File: config.mk
export PLATFORM = sky130hd
export DESIGN_NAME = lut_load_ctrl
export DESIGN_NICKNAME = d
export VERILOG_FILES = /design/src/rtl/lut_load_ctrl.sv
export SDC_FILE = /design/constraint.sdc
export NUM_CORES = 1
export LEC_CHECK = 0
export CAP_MARGIN = 20
export CELL_PAD_IN_SITES_DETAIL_PLACEMENT = 0
export CELL_PAD_IN_SITES_GLOBAL_PLACEMENT = 2
export CORE_AREA = 2 2 97 145
export DETAILED_ROUTE_END_ITERATION = 12
export DIE_AREA = 0 0 99 147
export PLACE_DENSITY = 0.83
export SLEW_MARGIN = 20
export SYNTH_ARGS = -nofsm -noshare
export SYNTH_HDL_FRONTEND = slang
export SYNTH_SLANG_ARGS = --single-unit
File: constraint.sdc
create_clock -name clk -period 3.49 [get_ports clk]
set_clock_uncertainty 0.15 [all_clocks]
set_input_delay 1.047 -clock clk [delete_from_list [all_inputs] [get_ports clk]]
set_output_delay 1.047 -clock clk [all_outputs]
set_load 0.01 [all_outputs]
File: src/rtl/lut_load_ctrl.sv
// lut_load_ctrl: sequences writes and readbacks over the shared port B of the
// four BPM lookup tables. One transfer runs at a time, is started by
// start_strb and can be cut short by abort_strb.
module lut_load_ctrl #(
  parameter int ADDR_W = 15,
  parameter int DATA_W = 7,
  parameter int RD_LAT = 1
) (
  input  logic              clk,
  input  logic              rst,
  input  logic              start_strb,
  input  logic              mode,
  input  logic [1:0]        lut_sel,
  input  logic [ADDR_W-1:0] start_addr,
  input  logic [ADDR_W-1:0] count_m1,
  input  logic              abort_strb,
  input  logic              wr_valid,
  input  logic [DATA_W-1:0] wr_data,
  output logic              wr_ready,
  output logic              rd_valid,
  output logic [DATA_W-1:0] rd_data,
  input  logic              rd_ready,
  output logic [DATA_W-1:0] lut_dinb,
  output logic [ADDR_W-1:0] lut_addrb,
  output logic [3:0]        lut_web,
  input  logic [DATA_W-1:0] lut_doutb0,
  input  logic [DATA_W-1:0] lut_doutb1,
  input  logic [DATA_W-1:0] lut_doutb2,
  input  logic [DATA_W-1:0] lut_doutb3,
  output logic              lut_cond,
  output logic              busy,
  output logic              done_strb,
  output logic              abort_flag
);

  typedef enum logic [2:0] {
    S_IDLE     = 3'd0,
    S_WRITE    = 3'd1,
    S_RD_ISSUE = 3'd2,
    S_RD_WAIT  = 3'd3,
    S_RD_HOLD  = 3'd4,
    S_DONE     = 3'd5
  } state_t;

  state_t              state_q, state_d;
  logic [1:0]          sel_q, sel_d;
  logic [ADDR_W-1:0]   addr_q, addr_d;
  logic [ADDR_W-1:0]   count_q, count_d;
  logic [1:0]          wait_q, wait_d;
  logic [DATA_W-1:0]   rd_data_q, rd_data_d;
  logic [ADDR_W-1:0]   addrb_q, addrb_d;
  logic [DATA_W-1:0]   dinb_q, dinb_d;
  logic                abort_flag_q, abort_flag_d;

  logic                wr_ready_s;
  logic                rd_valid_s;
  logic [3:0]          web_s;
  logic                done_s;
  logic                step_s;
  logic                abort_s;
  logic [DATA_W-1:0]   doutb_sel_s;

  // Select the read data of the LUT targeted by the current transfer.
  always_comb begin
    case (sel_q)
      2'd0:    doutb_sel_s = lut_doutb0;
      2'd1:    doutb_sel_s = lut_doutb1;
      2'd2:    doutb_sel_s = lut_doutb2;
      2'd3:    doutb_sel_s = lut_doutb3;
      default: doutb_sel_s = lut_doutb0;
    endcase
  end

  // Next-state, datapath updates and handshake outputs; abort overrides all.
  always_comb begin
    state_d      = state_q;
    sel_d        = sel_q;
    addr_d       = addr_q;
    count_d      = count_q;
    wait_d       = wait_q;
    rd_data_d    = rd_data_q;
    addrb_d      = addrb_q;
    dinb_d       = dinb_q;
    abort_flag_d = abort_flag_q;
    wr_ready_s   = 1'b0;
    rd_valid_s   = 1'b0;
    web_s        = 4'b0000;
    done_s       = 1'b0;
    step_s       = 1'b0;
    abort_s      = abort_strb && (state_q != S_IDLE);

    case (state_q)
      S_IDLE: begin
        if (start_strb) begin
          sel_d        = lut_sel;
          addr_d       = start_addr;
          count_d      = count_m1;
          abort_flag_d = 1'b0;
          state_d      = mode ? S_RD_ISSUE : S_WRITE;
        end else begin
          state_d = S_IDLE;
        end
      end
      S_WRITE: begin
        wr_ready_s = 1'b1;
        if (wr_valid) begin
          web_s[sel_q] = 1'b1;
          addrb_d      = addr_q;
          dinb_d       = wr_data;
          step_s       = 1'b1;
        end else begin
          step_s = 1'b0;
        end
      end
      S_RD_ISSUE: begin
        addrb_d = addr_q;
        wait_d  = 2'd0;
        state_d = S_RD_WAIT;
      end
      S_RD_WAIT: begin
        // Port B data for the issued address is valid after RD_LAT cycles.
        if (wait_q == 2'(RD_LAT - 1)) begin
          rd_data_d = doutb_sel_s;
          state_d   = S_RD_HOLD;
        end else begin
          wait_d = wait_q + 2'd1;
        end
      end
      S_RD_HOLD: begin
        rd_valid_s = 1'b1;
        step_s     = rd_ready;
      end
      S_DONE: begin
        done_s  = 1'b1;
        state_d = S_IDLE;
      end
      default: begin
        state_d = S_IDLE;
      end
    endcase

    // One word finished: either the last one, or advance to the next address.
    if (step_s) begin
      if (count_q == '0) begin
        state_d = S_DONE;
      end else begin
        addr_d  = addr_q + ADDR_W'(1);
        count_d = count_q - ADDR_W'(1);
        state_d = (state_q == S_WRITE) ? S_WRITE : S_RD_ISSUE;
      end
    end else begin
      addr_d = addr_d;
    end

    // Abort squashes the current cycle's write, handshakes and done pulse.
    if (abort_s) begin
      state_d      = S_IDLE;
      web_s        = 4'b0000;
      wr_ready_s   = 1'b0;
      rd_valid_s   = 1'b0;
      done_s       = 1'b0;
      addrb_d      = addrb_q;
      dinb_d       = dinb_q;
      abort_flag_d = 1'b1;
    end else begin
      abort_flag_d = abort_flag_d;
    end
  end

  // State and datapath registers, asynchronously cleared.
  always_ff @(posedge clk or posedge rst) begin
    if (rst) begin
      state_q      <= S_IDLE;
      sel_q        <= 2'd0;
      addr_q       <= '0;
      count_q      <= '0;
      wait_q       <= 2'd0;
      rd_data_q    <= '0;
      addrb_q      <= '0;
      dinb_q       <= '0;
      abort_flag_q <= 1'b0;
    end else begin
      state_q      <= state_d;
      sel_q        <= sel_d;
      addr_q       <= addr_d;
      count_q      <= count_d;
      wait_q       <= wait_d;
      rd_data_q    <= rd_data_d;
      addrb_q      <= addrb_d;
      dinb_q       <= dinb_d;
      abort_flag_q <= abort_flag_d;
    end
  end

  // Port B address/data follow the write or issue in the same cycle and
  // otherwise hold their last driven value.
  assign lut_addrb  = addrb_d;
  assign lut_dinb   = dinb_d;
  assign lut_web    = web_s;
  assign wr_ready   = wr_ready_s;
  assign rd_valid   = rd_valid_s;
  assign rd_data    = rd_data_q;
  assign done_strb  = done_s;
  assign busy       = (state_q != S_IDLE);
  assign lut_cond   = (state_q == S_IDLE);
  assign abort_flag = abort_flag_q;

endmodule

# --- After elaboration in Yosys (flattened, before gate mapping) ---
# Cells that the tools add are included.
# W data, S select, Z words.
op_classes:
  n_reduce_logical: 16
  magnitude_cmp: 2
  n_addsub: 3
  eq_ne: 11
  muxes: 41
op_table:
  columns: ["cell", "count"]
  rows:
  - ["$mux W15", 10]
  - ["$pmux W15 S2", 1]
  - ["$pmux W7 S4", 1]
  - ["$mux W7", 3]
  - ["$add A15 B1 Y15 const B", 1]
  - ["$logic_not A15 Y1", 1]
  - ["$sub A15 B1 Y15 const B", 1]
  - ["$mux W3", 4]
  - ["$mux W4", 3]
  - ["$pmux W3 S4", 1]
  - ["$mux W1", 11]
  - ["$reduce_and A2 Y1", 5]
  - ["$mux W2", 4]
  - ["$eq A3 B2 Y1 const B", 2]
  - ["$eq A3 B3 Y1 const B", 2]
  - ["$reduce_bool A2 Y1", 3]
  - ["$eq A2 B2 Y1 const B", 2]
  - ["$logic_not A2 Y1", 2]
  - ["$ne A4 B4 Y1 const B", 1]
  - ["$pmux W2 S2", 1]
  - ["$eq A3 B1 Y1 const B", 1]
  - ["$logic_not A3 Y1", 1]
  - ["$lt A2 B3 Y1 const B", 1]
  - ["$ne A3 B1 Y1 const B", 1]
  - ["9 further kinds", 10]
totals:
  out_inout_bits: 39
  in_bits: 74
  elab_cells: 82
  ff_bits: 67

# --- Longest topological paths before layout ---
logic_depth:
  word_depth: 7
  depth_mapped: 9

# --- Worst setup path after synthesis ---
# OpenSTA, ideal clock, no wires.
synth_path:
  path_kind: "input to output"
  from: "input port wr_valid"
  to: "output port lut_addrb[0]"
  path_buffers: 1
  t_required_ps: 2293
  slack_ps: 61
  path_stages: 5
  t_arrival_ps: 2232
  path_cell_list: "nor2b_1 -> mux2_2 -> nand2_1 -> clkbuf_1 -> mux2_2"
synth_between:
  elab_chain_cells: 3
synth_rtl:
  columns: ["item", "line_no", "rtl"]
  rows:
  - ["from (decl)", "17", "input logic wr_valid,"]
  - ["$mux W15", "106", "if (wr_valid) begin"]
  - ["$pmux W15 S2", "92", "case (state_q)"]
  - ["$mux W15", "156", "if (abort_s) begin"]
  - ["to (decl)", "24", "output logic [ADDR_W-1:0] lut_addrb,"]
# No other way between the ends.

# --- Final worst setup path ---
layout_path:
  from: "input port wr_valid"
  to: "output port lut_addrb[6]"
# Same word-level chain as after synthesis.

==> impl_metrics.csv <==
group,metric,value,unit
min_path,hp-class,"flip-flop to flip-flop",
setup_path,endpoint_kind,"output port",
job,cap_violations,0,
clocking,cts_tree,"yes",
synth,synth_edf_count,0,
power_and_ir_drop,ir_worst_vdd,0.000260,V
timing,finalHoldViolations,0,
timing,worst_slew_pin_slew,624,ps
cells_and_area,finish.utilization,0.408,
clocking,cts_buffer_depth,2,
synth,syn_area,3650,µm²
synth,syn_inst,378,
timing,layout_setup_ws,14.8,ps
min_path,min_path_cells,2,
setup_path,crit_path_start_kind,"input pin",
min_path,hold_start,"addrb_q[12]",
clocking,ctsHoldBuffers,0,
setup_path,worstPathArrival,2280,ps
timing,drv_slew,0,
cells_and_area,layout-drive-gt1-share,0.223,
timing,max_freq,288,MHz
placement,gp_congestion,0.784,
cells_and_area,syn2layout_area_growth,49.4,%
setup_path,r2r-start,"count_q[0]",
timing,tns,0,ps
cells_and_area,final_cells,678,
clocking,cts_num_sinks,67,
detailed_routing,ant_nets,0,
die,rows,52,
setup_path,critPathKind,"input pin to output port",
power_and_ir_drop,leakage,2.36,nW
status,status,"finished, final reports clean",
placement,dpl.cell_count,653,
detailed_routing,dr.first_iter.drc_count,114,
synth,synth_nets,456,
setup_path,worstRegToRegCells,7,
detailed_routing,wl,11300,µm
cells_and_area,final_common_cell,"clkdlybuf4s50_1",
cells_and_area,final_nets,592,
clocking,cts.clk_slew.worst_paths,50,ps
clocking,clk_latency,330,ps
placement,dp_worst_setup_slack,-772,ps
die,die_area,14600,µm²
min_path,min_to,"addrb_q[12]",
detailed_routing,wire_per_inst,16.7,µm
grt,overflow,0,
timing,setup_violations,0,
synth,async_flop_share,1.00,
timing,layout_worst_path_cycle_share,0.996,
synth,yosysSeqAreaShare,0.460,
setup_path,cp.required,2290,ps
die,start_util,0.273,
die,die_y,147,µm
die,ios,113,
grt,grt_max_degree,68,
synth,yosysUniqueCellTypes,52,
clocking,cts_root_buf,"clkbuf_16",
cells_and_area,final_cell_mix,"clkdlybuf4s50_1 (84), dfrtp_1 (67), nand2_1 (53), nor2_1 (30), buf_4 (28)",
timing,max-slew-margin-rel,0.584,
cells_and_area,n_fill_cell,1325,
cells_and_area,diodes,0,
placement,hpwl,7960,µm
synth,synth-seq-cells,67,
detailed_routing,drc,0,
timing,fin_hold_ws,313,ps
power_and_ir_drop,powerDensity,818,nW/µm²
synth,syn_area_per_cell,9.65,µm²
placement,portBuffers,112,
clocking,htreeDepth,3,
synth,ys_dominant_reg_cell,"dfrtp_1",
grt,grt_use_total,0.156,
grt,grt_pass1_wl,18000,µm
die,fp.coreArea,13300,µm²
synth,yosys_warnings,0,
detailed_routing,dr.pass1.iters,4,
timing,rsz0062_at_grt,"yes",
grt,first_global_vias,3485,
detailed_routing,via_count,3407,
grt,antenna_found_initial,0,
clocking,cts_buffers,9,
setup_path,crit_fanout,5,
timing,fin_crit,3480,ps
detailed_routing,avgViaCountPerCell,5.03,
die,fp.dieW,99,µm
setup_path,r2r_end,"addr_q[12]",
setup_path,r2r_slack,820,ps
critical path, stage by stage:
cell     delay, ps
buf_6           90
nor2b_4        120
mux2_4         290
nand2_8        110
buf_12         130
mux2_2         340
buf_2          140
report_power, final:
part / switching (mW) / leakage [nW] / internal, mW
Combinational: 1.04 / 1.46 / 1.13
Clock: 0.314 / 0.122 / 0.489
Sequential: 0.334 / 0.776 / 1.14
logic make-up (layout without fill, tap and decap cells):
group | after synthesis | after routing | synth area share
AOI/OAI and AO/OA | 93 | 93 | 0.169
DFF | 67 | 67 | 0.460
and+or+nand+nor | 141 | 141 | 0.193
muxes | 27 | 27 | 0.105
xor gates and xnor gates | 1 | 1 | 0.00240
buffers and inverters | 45 | 183 | 0.0576
adders and majority gates | 4 | 4 | 0.0137
worst max path at each step:
stage	from	to	cells after the start
after global routing	wr_valid	lut_addrb[6]	7
after global placement	wr_valid	lut_addrb[6]	7
after CTS	wr_valid	lut_addrb[3]	8
after detailed placement	wr_valid	lut_addrb[3]	7
after floorplan	wr_valid	lut_addrb[0]	5
final	wr_valid	lut_addrb[6]	7
routing by layer:
layer | global-route usage | wire (µm)
met3 | 0.0281 | 513
met5 | 0 | 0
met1 | 0.183 | 4680
met2 | 0.284 | 5960
met4 | 0.0514 | 150
synth_stat cells (all sizes together) (7+ instances only):
master / instances / share of area
nand2: 56 / 0.058
nand3: 13 / 0.018
nor3: 11 / 0.015
buf: 12 / 0.024
o21ai: 21 / 0.029
inv: 24 / 0.025
o22ai: 9 / 0.015
clkbuf: 9 / 0.0093
o21a: 9 / 0.019
dfrtp: 67 / 0.46
mux2: 19 / 0.059
a21oi: 24 / 0.033
nor2: 31 / 0.032
mux4: 7 / 0.043
registers in the layout, indices dropped and copies added, names as in the netlist:
register and cells:
abort_flag 1, addr_q 15, addrb_q 15, count_q 15, dinb_q 7, rd_data 7, sel_q 2, state_q 3
wait_q 2
stage by stage:
stage          cell area, µm²  power (mW)
2_1_floorplan            3650        2.64
3_3_place_gp             5040        3.53
3_5_place_dp             5040        3.59
4_1_cts                  5430        4.46
5_1_grt                  5450        4.77
6_report                 5450        4.46
cell type report:
class,count,area [µm²],area share
multi-input cells,266,1840,0.338
flip-flops and latches,67,1680,0.308
repair buffers,146,1390,0.254
clock buffers,13,250,0.0459
well taps,162,203,0.0372
inverters,24,90.1,0.0165
what timing repair did:
item | 4_1_cts | 5_1_grt
resized for setup | 108 | 16
setup endpoints to repair | 29 | 17
pin swaps | 3 | 1
gates cloned | 2 | 0
setup buffers | 11 | 0
Power figures use the tool's default switching activity.
